`src/rtl/id_stage_pipelined_pkg.sv`:
```
// Shared decode constants for the ID stage: field positions, opcodes, ALU commands,
// condition codes and the condition-check helper.
package id_stage_pipelined_pkg;

  localparam int INSTR_W    = 32;
  localparam int FIELD_W    = 4;
  localparam int COND_LSB   = 28;
  localparam int MODE_LSB   = 26;
  localparam int I_BIT      = 25;
  localparam int OPCODE_LSB = 21;
  localparam int S_BIT      = 20;
  localparam int RN_LSB     = 16;
  localparam int RD_LSB     = 12;
  localparam int RM_LSB     = 0;

  typedef enum logic [1:0] {
    MODE_ARITH  = 2'b00,
    MODE_MEM    = 2'b01,
    MODE_BRANCH = 2'b10,
    MODE_RSVD   = 2'b11
  } mode_e;

  localparam logic [3:0] OP_AND = 4'b0000;
  localparam logic [3:0] OP_EOR = 4'b0001;
  localparam logic [3:0] OP_SUB = 4'b0010;
  localparam logic [3:0] OP_ADD = 4'b0100;
  localparam logic [3:0] OP_ADC = 4'b0101;
  localparam logic [3:0] OP_SBC = 4'b0110;
  localparam logic [3:0] OP_TST = 4'b1000;
  localparam logic [3:0] OP_CMP = 4'b1010;
  localparam logic [3:0] OP_ORR = 4'b1100;
  localparam logic [3:0] OP_MOV = 4'b1101;
  localparam logic [3:0] OP_MVN = 4'b1111;

  localparam logic [3:0] EXE_CMD_NOP = 4'b0000;
  localparam logic [3:0] EXE_CMD_MOV = 4'b0001;
  localparam logic [3:0] EXE_CMD_ADD = 4'b0010;
  localparam logic [3:0] EXE_CMD_ADC = 4'b0011;
  localparam logic [3:0] EXE_CMD_SUB = 4'b0100;
  localparam logic [3:0] EXE_CMD_SBC = 4'b0101;
  localparam logic [3:0] EXE_CMD_AND = 4'b0110;
  localparam logic [3:0] EXE_CMD_ORR = 4'b0111;
  localparam logic [3:0] EXE_CMD_EOR = 4'b1000;
  localparam logic [3:0] EXE_CMD_MVN = 4'b1001;

  localparam logic [3:0] COND_EQ = 4'b0000;
  localparam logic [3:0] COND_NE = 4'b0001;
  localparam logic [3:0] COND_CS = 4'b0010;
  localparam logic [3:0] COND_CC = 4'b0011;
  localparam logic [3:0] COND_MI = 4'b0100;
  localparam logic [3:0] COND_PL = 4'b0101;
  localparam logic [3:0] COND_VS = 4'b0110;
  localparam logic [3:0] COND_VC = 4'b0111;
  localparam logic [3:0] COND_HI = 4'b1000;
  localparam logic [3:0] COND_LS = 4'b1001;
  localparam logic [3:0] COND_GE = 4'b1010;
  localparam logic [3:0] COND_LT = 4'b1011;
  localparam logic [3:0] COND_GT = 4'b1100;
  localparam logic [3:0] COND_LE = 4'b1101;
  localparam logic [3:0] COND_AL = 4'b1110;
  localparam logic [3:0] COND_NV = 4'b1111;

  typedef struct packed {
    logic [3:0] exe_cmd;
    logic       mem_r;
    logic       mem_w;
    logic       wb_en;
    logic       b;
    logic       s;
  } ctrl_t;

  // nzcv = {N, Z, C, V}; NV never executes
  function automatic logic cond_check(input logic [3:0] cond, input logic [3:0] nzcv);
    logic n, z, c, v, ok;
    {n, z, c, v} = nzcv;
    case (cond)
      COND_EQ: ok = z;
      COND_NE: ok = ~z;
      COND_CS: ok = c;
      COND_CC: ok = ~c;
      COND_MI: ok = n;
      COND_PL: ok = ~n;
      COND_VS: ok = v;
      COND_VC: ok = ~v;
      COND_HI: ok = c & ~z;
      COND_LS: ok = ~c | z;
      COND_GE: ok = (n == v);
      COND_LT: ok = (n != v);
      COND_GT: ok = ~z & (n == v);
      COND_LE: ok = z | (n != v);
      COND_AL: ok = 1'b1;
      default: ok = 1'b0;
    endcase
    return ok;
  endfunction

endpackage

```
`src/rtl/id_stage_pipelined_reg_file_bypass.sv`:
```
// Register file, 2 combinational read ports and 1 write port, with optional
// same-cycle write-through to the read ports.
module reg_file_bypass
  import id_stage_pipelined_pkg::*;
#(
  parameter int DATA_W  = 32,
  parameter int REG_CNT = 16,
  parameter int WB_BYP  = 1,
  localparam int AW     = $clog2(REG_CNT)
) (
  input  logic                         clk,
  input  logic                         rst,
  input  logic                         we,
  input  logic [AW-1:0]                waddr,
  input  logic [DATA_W-1:0]            wdata,
  input  logic [1:0][FIELD_W-1:0]      raddr,
  output logic [1:0][DATA_W-1:0]       rdata
);

  logic [DATA_W-1:0] regs [REG_CNT];

  always_ff @(posedge clk or posedge rst) begin
    if (rst) begin
      for (int r = 0; r < REG_CNT; r++) regs[r] <= '0;
    end else if (we && int'(waddr) < REG_CNT) begin
      regs[waddr] <= wdata;
    end
  end

  // Read addresses come straight from 4-bit instruction fields, so they may exceed REG_CNT
  always_comb begin
    rdata = '0;
    for (int p = 0; p < 2; p++) begin
      if (int'(raddr[p]) < REG_CNT) begin
        if (WB_BYP != 0 && we && FIELD_W'(waddr) == raddr[p])
          rdata[p] = wdata;
        else
          rdata[p] = regs[AW'(raddr[p])];
      end
    end
  end

endmodule

```
`src/rtl/id_stage_pipelined.sv`:
```
// Decode stage with built-in ID/EXE register: field split, control decode,
// condition check, register read and RAW hazard detection.
module id_stage_pipelined
  import id_stage_pipelined_pkg::*;
#(
  parameter int DATA_W  = 32,
  parameter int REG_CNT = 16,
  parameter int FWD_EN  = 0,
  parameter int WB_BYP  = 1,
  localparam int REG_AW = $clog2(REG_CNT)
) (
  input  logic              clk,
  input  logic              rst,
  input  logic              flush,
  input  logic              instr_vld,
  input  logic [31:0]       instr_in,
  input  logic [DATA_W-1:0] pc_in,
  input  logic [3:0]        status_in,
  input  logic              wb_en,
  input  logic [REG_AW-1:0] wb_dest,
  input  logic [DATA_W-1:0] wb_value,
  input  logic              exe_wb_en,
  input  logic              exe_mem_r,
  input  logic [REG_AW-1:0] exe_dest,
  input  logic              mem_wb_en,
  input  logic [REG_AW-1:0] mem_dest,
  output logic              stall_out,
  output logic              q_vld,
  output logic [DATA_W-1:0] q_pc,
  output logic [DATA_W-1:0] q_val_rn,
  output logic [DATA_W-1:0] q_val_rm,
  output logic [3:0]        q_exe_cmd,
  output logic              q_mem_r,
  output logic              q_mem_w,
  output logic              q_wb_en,
  output logic              q_b,
  output logic              q_s,
  output logic              q_i,
  output logic [REG_AW-1:0] q_dest,
  output logic [REG_AW-1:0] q_src1,
  output logic [REG_AW-1:0] q_src2,
  output logic [11:0]       q_shift_op,
  output logic [23:0]       q_imm24
);

  logic [FIELD_W-1:0] cond, opcode, rn, rd, rm, src2;
  mode_e              mode;
  logic               i_bit, s_bit;
  ctrl_t              ctrl;
  logic               cond_ok, use_rn, two_src;
  logic               exe_match, mem_match, hz, bubble;

  logic [1:0][FIELD_W-1:0] rf_raddr;
  logic [1:0][DATA_W-1:0]  rf_rdata;

  assign cond   = instr_in[COND_LSB +: 4];
  assign mode   = mode_e'(instr_in[MODE_LSB +: 2]);
  assign i_bit  = instr_in[I_BIT];
  assign opcode = instr_in[OPCODE_LSB +: 4];
  assign s_bit  = instr_in[S_BIT];
  assign rn     = instr_in[RN_LSB +: 4];
  assign rd     = instr_in[RD_LSB +: 4];
  assign rm     = instr_in[RM_LSB +: 4];

  // In memory mode the S bit is the load/store selector, not a flag update
  always_comb begin
    ctrl = '0;
    case (mode)
      MODE_ARITH: begin
        ctrl.s     = s_bit;
        ctrl.wb_en = 1'b1;
        case (opcode)
          OP_MOV:  ctrl.exe_cmd = EXE_CMD_MOV;
          OP_MVN:  ctrl.exe_cmd = EXE_CMD_MVN;
          OP_ADD:  ctrl.exe_cmd = EXE_CMD_ADD;
          OP_ADC:  ctrl.exe_cmd = EXE_CMD_ADC;
          OP_SUB:  ctrl.exe_cmd = EXE_CMD_SUB;
          OP_SBC:  ctrl.exe_cmd = EXE_CMD_SBC;
          OP_AND:  ctrl.exe_cmd = EXE_CMD_AND;
          OP_ORR:  ctrl.exe_cmd = EXE_CMD_ORR;
          OP_EOR:  ctrl.exe_cmd = EXE_CMD_EOR;
          OP_CMP: begin
            ctrl.exe_cmd = EXE_CMD_SUB;
            ctrl.wb_en   = 1'b0;
          end
          OP_TST: begin
            ctrl.exe_cmd = EXE_CMD_AND;
            ctrl.wb_en   = 1'b0;
          end
          default: ctrl.wb_en = 1'b0;
        endcase
      end
      MODE_MEM: begin
        ctrl.exe_cmd = EXE_CMD_ADD;
        ctrl.mem_r   = s_bit;
        ctrl.wb_en   = s_bit;
        ctrl.mem_w   = ~s_bit;
      end
      MODE_BRANCH: ctrl.b = 1'b1;
      default: ;
    endcase
  end

  assign cond_ok = cond_check(cond, status_in);
  assign src2    = ctrl.mem_w ? rd : rm;
  assign two_src = ~i_bit | ctrl.mem_w;
  assign use_rn  = ~ctrl.b & (opcode != OP_MOV) & (opcode != OP_MVN);

  always_comb begin
    exe_match = (use_rn && rn == FIELD_W'(exe_dest)) || (two_src && src2 == FIELD_W'(exe_dest));
    mem_match = (use_rn && rn == FIELD_W'(mem_dest)) || (two_src && src2 == FIELD_W'(mem_dest));
    if (FWD_EN != 0)
      hz = instr_vld && exe_mem_r && exe_match;
    else
      hz = instr_vld && ((exe_wb_en && exe_match) || (mem_wb_en && mem_match));
  end

  assign stall_out = hz & ~flush;
  assign bubble    = flush | hz | ~instr_vld;

  assign rf_raddr[0] = rn;
  assign rf_raddr[1] = src2;

  reg_file_bypass #(
    .DATA_W  (DATA_W),
    .REG_CNT (REG_CNT),
    .WB_BYP  (WB_BYP)
  ) u_rf (
    .clk   (clk),
    .rst   (rst),
    .we    (wb_en),
    .waddr (wb_dest),
    .wdata (wb_value),
    .raddr (rf_raddr),
    .rdata (rf_rdata)
  );

  // Next ID/EXE contents; a bubble clears the whole slot, not just the controls
  logic              d_vld, d_i;
  ctrl_t             d_ctrl, q_ctrl;
  logic [DATA_W-1:0] d_pc, d_rn, d_rm;
  logic [REG_AW-1:0] d_dest, d_src1, d_src2;
  logic [11:0]       d_shift;
  logic [23:0]       d_imm;

  always_comb begin
    d_vld   = 1'b0;
    d_i     = 1'b0;
    d_ctrl  = '0;
    d_pc    = '0;
    d_rn    = '0;
    d_rm    = '0;
    d_dest  = '0;
    d_src1  = '0;
    d_src2  = '0;
    d_shift = '0;
    d_imm   = '0;
    if (!bubble) begin
      d_vld   = 1'b1;
      d_i     = i_bit;
      d_ctrl  = cond_ok ? ctrl : '0;
      d_pc    = pc_in;
      d_rn    = rf_rdata[0];
      d_rm    = rf_rdata[1];
      d_dest  = REG_AW'(rd);
      d_src1  = REG_AW'(rn);
      d_src2  = REG_AW'(src2);
      d_shift = instr_in[11:0];
      d_imm   = instr_in[23:0];
    end
  end

  always_ff @(posedge clk or posedge rst) begin
    if (rst) begin
      q_vld      <= 1'b0;
      q_i        <= 1'b0;
      q_ctrl     <= '0;
      q_pc       <= '0;
      q_val_rn   <= '0;
      q_val_rm   <= '0;
      q_dest     <= '0;
      q_src1     <= '0;
      q_src2     <= '0;
      q_shift_op <= '0;
      q_imm24    <= '0;
    end else begin
      q_vld      <= d_vld;
      q_i        <= d_i;
      q_ctrl     <= d_ctrl;
      q_pc       <= d_pc;
      q_val_rn   <= d_rn;
      q_val_rm   <= d_rm;
      q_dest     <= d_dest;
      q_src1     <= d_src1;
      q_src2     <= d_src2;
      q_shift_op <= d_shift;
      q_imm24    <= d_imm;
    end
  end

  assign q_exe_cmd = q_ctrl.exe_cmd;
  assign q_mem_r   = q_ctrl.mem_r;
  assign q_mem_w   = q_ctrl.mem_w;
  assign q_wb_en   = q_ctrl.wb_en;
  assign q_b       = q_ctrl.b;
  assign q_s       = q_ctrl.s;

endmodule

```
`config.mk`:
```
export PLATFORM = sky130hd
export DESIGN_NAME = id_stage_pipelined
export DESIGN_NICKNAME = d
export VERILOG_FILES = /design/src/rtl/id_stage_pipelined_pkg.sv /design/src/rtl/id_stage_pipelined_reg_file_bypass.sv /design/src/rtl/id_stage_pipelined.sv
export SDC_FILE = /design/constraint.sdc
export NUM_CORES = 2
export LEC_CHECK = 0
export CORE_ASPECT_RATIO = 1.2
export CORE_MARGIN = 2
export CORE_UTILIZATION = 59
export CTS_CLUSTER_SIZE = 25
export DETAILED_ROUTE_END_ITERATION = 6
export GPL_TIMING_DRIVEN = 1
export HOLD_SLACK_MARGIN = 0.1
export PLACE_DENSITY_LB_ADDON = 0.3
export SYNTH_ARGS = -nofsm -noshare
export SYNTH_HDL_FRONTEND = slang
export SYNTH_SLANG_ARGS = --single-unit
```
`constraint.sdc`:
```
create_clock -name clk -period 25.3 [get_ports clk]
set_input_delay 5.06 -clock clk [delete_from_list [all_inputs] [get_ports clk]]
set_output_delay 5.06 -clock clk [all_outputs]
set_load 0.01 [all_outputs]
```
# Yosys cells after proc, flatten, opt, wreduce, memory -nomap -nowiden
# Cells that the tools add are included.
# word_totals
ff_bits,667
latch_bits,0
mem_bits_rw,0
mem_bits_ro,0
input_bits,120
out_inout_bits,156
memories,0
# classes
add_sub_neg,0
mul,0
div,0
magnitude_cmp,4
eq_ne,36
n_shift,0
muxes,32
bitwise_logic,22
n_reduce_logical,19
# ops
op,n
512-bit bitwise mux,1
32-bit 2-to-1 mux,10
32-bit binary-select mux with 4-bit select,2
32-bit demux with 4-bit select,1
4-bit == test (second input constant),12
4-bit one-hot mux with 9 select lines,1
4-bit by 3-bit == test with 1-bit output (second input constant),7
4-bit == test,6
24-bit 2-to-1 mux,1
9-bit 2-to-1 mux,2
4-bit 2-to-1 mux,4
5-bit >= comparator (second input constant),3
4-bit NOT with 5-bit output,3
1-bit one-hot mux with 15 select lines,1
4-bit by 2-bit == test with 1-bit output (second input constant),3
12-bit 2-to-1 mux,1
1-bit logical AND,10
1-bit NOT,9
9-bit OR reduction,1
4-bit by 1-bit == test with 1-bit output (second input constant),2
4-bit logical NOT,2
4-bit != test (second input constant),2
4-bit one-hot mux with 2 select lines,1
1-bit bitwise AND,5
other kinds (12),23

# Logic depth before layout (Yosys ltp)
# logic_depth
word_depth,13
mapped_depth,13
mapped_depth_nobuf,9

# Hierarchy
# A second synthesis with hierarchy kept.
# hier_totals
cells_unflattened,2184
hier_area_um2,32617.5
# modules_own_cells
module,n_inst,cells_each,area_per_inst_um2,seq_area_each_um2
reg_file_bypass,1,1761,27353.7,12812.3
id_stage_pipelined,1,423,5263.8,3378.2

# Worst setup path after synthesis
# No wires, ideal clock.
# synth_path
path_type,input port to output port
from,input instr_in[27]
to,output stall_out
arrival_ns,6.604
required_time_ns,20.240
path_slack_ns,13.636
cell_stages,7
n_path_buf,1
cell_sequence,or3b_1 -> buf_2 -> a2111oi_2 -> nor2_1 -> a2111oi_2 -> nor3_2 -> nor2_1
# synth_via
elab_chain_cells,11
# synth_rtl
item,line,source
start: declaration,id_stage_pipelined.sv:16,"input logic [31:0] instr_in,"
"parallel branches: the longest is 8 deep, another holds 4-bit 2-to-1 mux",-,
1-bit logical OR (*),id_stage_pipelined.sv:115,hz = instr_vld && ((exe_wb_en && exe_match) || (mem_wb_en && mem_match));
1-bit logical AND (*),id_stage_pipelined.sv:115,
1-bit bitwise AND (*),id_stage_pipelined.sv:118,assign stall_out = hz & ~flush;
end: declaration,id_stage_pipelined.sv:27,"output logic stall_out,"
# Mark *: on every way between the ends.

# Worst setup path after layout
# layout_path
from,input instr_in[26]
to,output stall_out
# Same word-level chain as after synthesis.

==> results.sh <==
export IMPL_status="completed"
export IMPL_drc=0
export IMPL_areaGrowthSynthToFinish_pct=15.45
export IMPL_placementRows=96
export IMPL_fin_crit_ns=13.71
export IMPL_antenna_left=0
export IMPL_viasPerCell=6.674
export IMPL_yosys_register_bits=647
export IMPL_hp_start="u_rf.regs[6]$_DFFE_PP0P_"
export IMPL_r2r_end="q_val_rn[12]$_DFF_PP0_"
export IMPL_whs_path_depth=1
export IMPL_cp_required_ns=20.24
export IMPL_synth_area_leaders="dfrtp_1 (48%), mux2_2 (19%), mux4_2 (11%), mux2i_1 (4.0%), nand2_1 (3.4%)"
export IMPL_post_cts_buffers=0
export IMPL_grt_most_used_layer="met2"
export IMPL_path_class="primary input to output port"
export IMPL_cp_max_fo=77
export IMPL_cts_root_buffer="clkbuf_16"
export IMPL_r2r_start="u_rf.regs[268]$_DFFE_PP0P_"
export IMPL_ir_drop_mv=0.05980
export IMPL_antenna_found_initial=5
export IMPL_relSlewSlack=0.2746
export IMPL_synth_cells=2773
export IMPL_cts_tree="done"
export IMPL_worst_pin_slew_ns=1.088
export IMPL_fmax_mhz=72.93
export IMPL_yosysSeqAreaShare=0.4771
export IMPL_final_nets=3010
export IMPL_power_leakage_nw=16.60
export IMPL_hold_violations=0
export IMPL_seq_area_um2=16190
export IMPL_wl_mm=100.4
export IMPL_min_to="u_rf.regs[6]$_DFFE_PP0P_"
export IMPL_gr_usage_met3=0.05570
export IMPL_netlist_area_um2=33940
export IMPL_final_setup_viol_count=0
export IMPL_grt_pass1_vias=25320
export IMPL_port_buffers=274
export IMPL_critical_path_arrival_ns=8.65
export IMPL_ys_warnings_count=0
export IMPL_dieWidth_um=222.9
export IMPL_pre_cts_slack_ns=11.64
export IMPL_fp_dieH_um=266.7
export IMPL_cap_violations=0
export IMPL_ios=276
export IMPL_clock_sinks=647
export IMPL_drtPass1Iterations=5
export IMPL_globalRoute_totalOverflow=0
export IMPL_hp_class="flip-flop to flip-flop"
export IMPL_maxSlewViolCount=0
export IMPL_synth_nets=2893
export IMPL_synth_edff_count=0
export IMPL_ctsHoldBuffers=0
export IMPL_grt_max_degree=155
export IMPL_yosysTopAreaCell="dfrtp_1"
export IMPL_yosysMostFrequentCell="dfrtp_1"
export IMPL_ys_types=52
export IMPL_layout_drive_gt1_share=0.3145
export IMPL_core_um2=57050
export IMPL_fill_cells=3952
export IMPL_synth_common_cells="dfrtp_1 (647), mux2_2 (576), nand2_1 (304)"
export IMPL_avgSynthCellArea_um2=12.24
export IMPL_dieArea_um2=59470
export IMPL_p_per_area_nw_per_um2=79.27
export IMPL_grt_pass1_wl_mm=152.0
export IMPL_cts_buffers=67
export IMPL_wl_per_cell_um=27.31
export IMPL_grtUsageMet2=0.5565
export IMPL_clock_skew_ns=0.01445
export IMPL_grtUsageMet1=0.4324
export IMPL_finalWorstSetupSlack_ns=11.59
export IMPL_gp_congestion=0.8677
export IMPL_fin_crit_sh=0.5420
export IMPL_cp_end_kind="output port"
export IMPL_post_dp_hpwl_mm=55.05
export IMPL_rsz0062_at_grt="no"
export IMPL_r2r_setup_slack_ns=23.51
export IMPL_drt_iter0_drc=2379
export IMPL_clkLatencyLatePin_ns=0.61
export IMPL_cts_resized=0
export IMPL_final_setup_tns_ns=0
export IMPL_num_vias=24540
export IMPL_clk_pin_slew_ns=0.06
export IMPL_track_usage=0.3406
export IMPL_synth_ff_type="dfrtp_1"
export IMPL_multi_input_area_um2=16670
export IMPL_htreeDepth=3
export IMPL_start_util=0.5948
export IMPL_critPathLaunchType="primary input"
export IMPL_cts_buffer_depth=3
export IMPL_synthArstFlopShare=1.000
export IMPL_synth_top_area_share=0.4771
export IMPL_worst_r2r_path_depth=4
==> placed cells by master, fill, tap and decap left out, drive strengths merged, types with 3 or more instances in the layout <==
master / n
mux4: 160
nand2b: 8
xor2: 12
nor2: 95
nor2b: 4
dfrtp: 647
and2: 83
o21ai: 38
buf: 53
clkdlybuf4s50: 269
nand2: 304
o211ai: 34
clkbuf: 104
clkinv: 8
inv: 11
nand3: 43
nand3b: 6
a21oi: 101
bufinv: 3
a31oi: 64
a2111oi: 3
nor3: 8
xnor2: 11
mux2i: 135
or3: 4
o31ai: 3
diode: 4
a211oi: 64
mux2: 576
o22ai: 66
==> stage by stage <==
stage | cells | utilization | power (mW) | hold WS [ns] | cell area (µm²)
after floorplan | 2773 | - | 1.888 | 0.4895 | 33940
after global placement | 3556 | 0.6474 | 2.053 | 0.5036 | 36940
after detailed placement | 3556 | 0.6474 | 2.099 | 0.5098 | 36940
after CTS | 3673 | 0.6866 | 3.106 | 0.5230 | 39170
after global routing | 3677 | 0.6868 | 3.233 | 0.5417 | 39180
final | 3677 | 0.6868 | 3.106 | 0.5209 | 39180
==> layout make-up <==
cell class	instances	share of cell area
repair buffers	323	0.07954
diodes	4	0.0002555
clock inverters	14	0.004023
well taps	735	0.02347
clock buffers	103	0.05301
multi-input cells	1841	0.4253
inverters	10	0.001150
flip-flops and latches	647	0.4132
==> flip-flops by register name, summed over array words and instances (netlist names) <==
register and cells:
u_rf.regs 512, q_pc 32, q_val_rm 32, q_val_rn 32, q_imm24 24, q_exe_cmd 4, q_src2 4, q_b 1
q_i 1, q_mem_r 1, q_mem_w 1, q_s 1, q_vld 1, q_wb_en 1
==> worst max path at each step <==
| stage | start | end | cells after the start |
|---|---|---|---|
| floorplan | rst | q_b$_DFF_PP0_ | 1 |
| global placement | instr_in[26] | stall_out | 10 |
| detailed placement | instr_in[26] | stall_out | 10 |
| CTS | instr_in[26] | stall_out | 10 |
| global route | instr_in[26] | stall_out | 10 |
| finish | instr_in[26] | stall_out | 10 |
==> kinds of logic after synthesis <==
family | after synthesis | synth area share
AO/OA/AOI/OAI | 384 | 0.07100
XOR/XNOR | 23 | 0.005935
buffers and inverters | 285 | 0.03561
flip-flops | 647 | 0.4771
multiplexers | 871 | 0.3371
AND/OR/NAND/NOR | 563 | 0.07329
==> routing by layer <==
| metal | wire (µm) | part of all wire | vias up |
|---|---|---|---|
| met4 | 6008 | 0.060 | 2 |
| met2 | 48560 | 0.48 | 1246 |
| met1 | 38110 | 0.38 | 12560 |
| met5 | 10 | 0.00010 | - |
| met3 | 7736 | 0.077 | 385 |
| li1 | - | - | 10350 |
==> power breakdown <==
| group | internal (mW) | switching [mW] |
|---|---|---|
| logic | 0.397 | 0.296 |
| registers | 1.24 | 0.165 |
| clock network | 0.595 | 0.412 |
| total | 2.23 | 0.873 |
==> worst max-delay path, stage by stage <==
cell,delay (ns)
clkdlybuf4s50_1,0.57
nor3b_4,0.21
buf_4,0.57
buf_4,0.78
a221oi_1,0.13
o21ai_0,0.35
a2111oi_2,0.07
nor3_2,0.32
nor2_1,0.07
clkdlybuf4s50_1,0.49
Note: power is estimated with default switching activity, not from simulation.
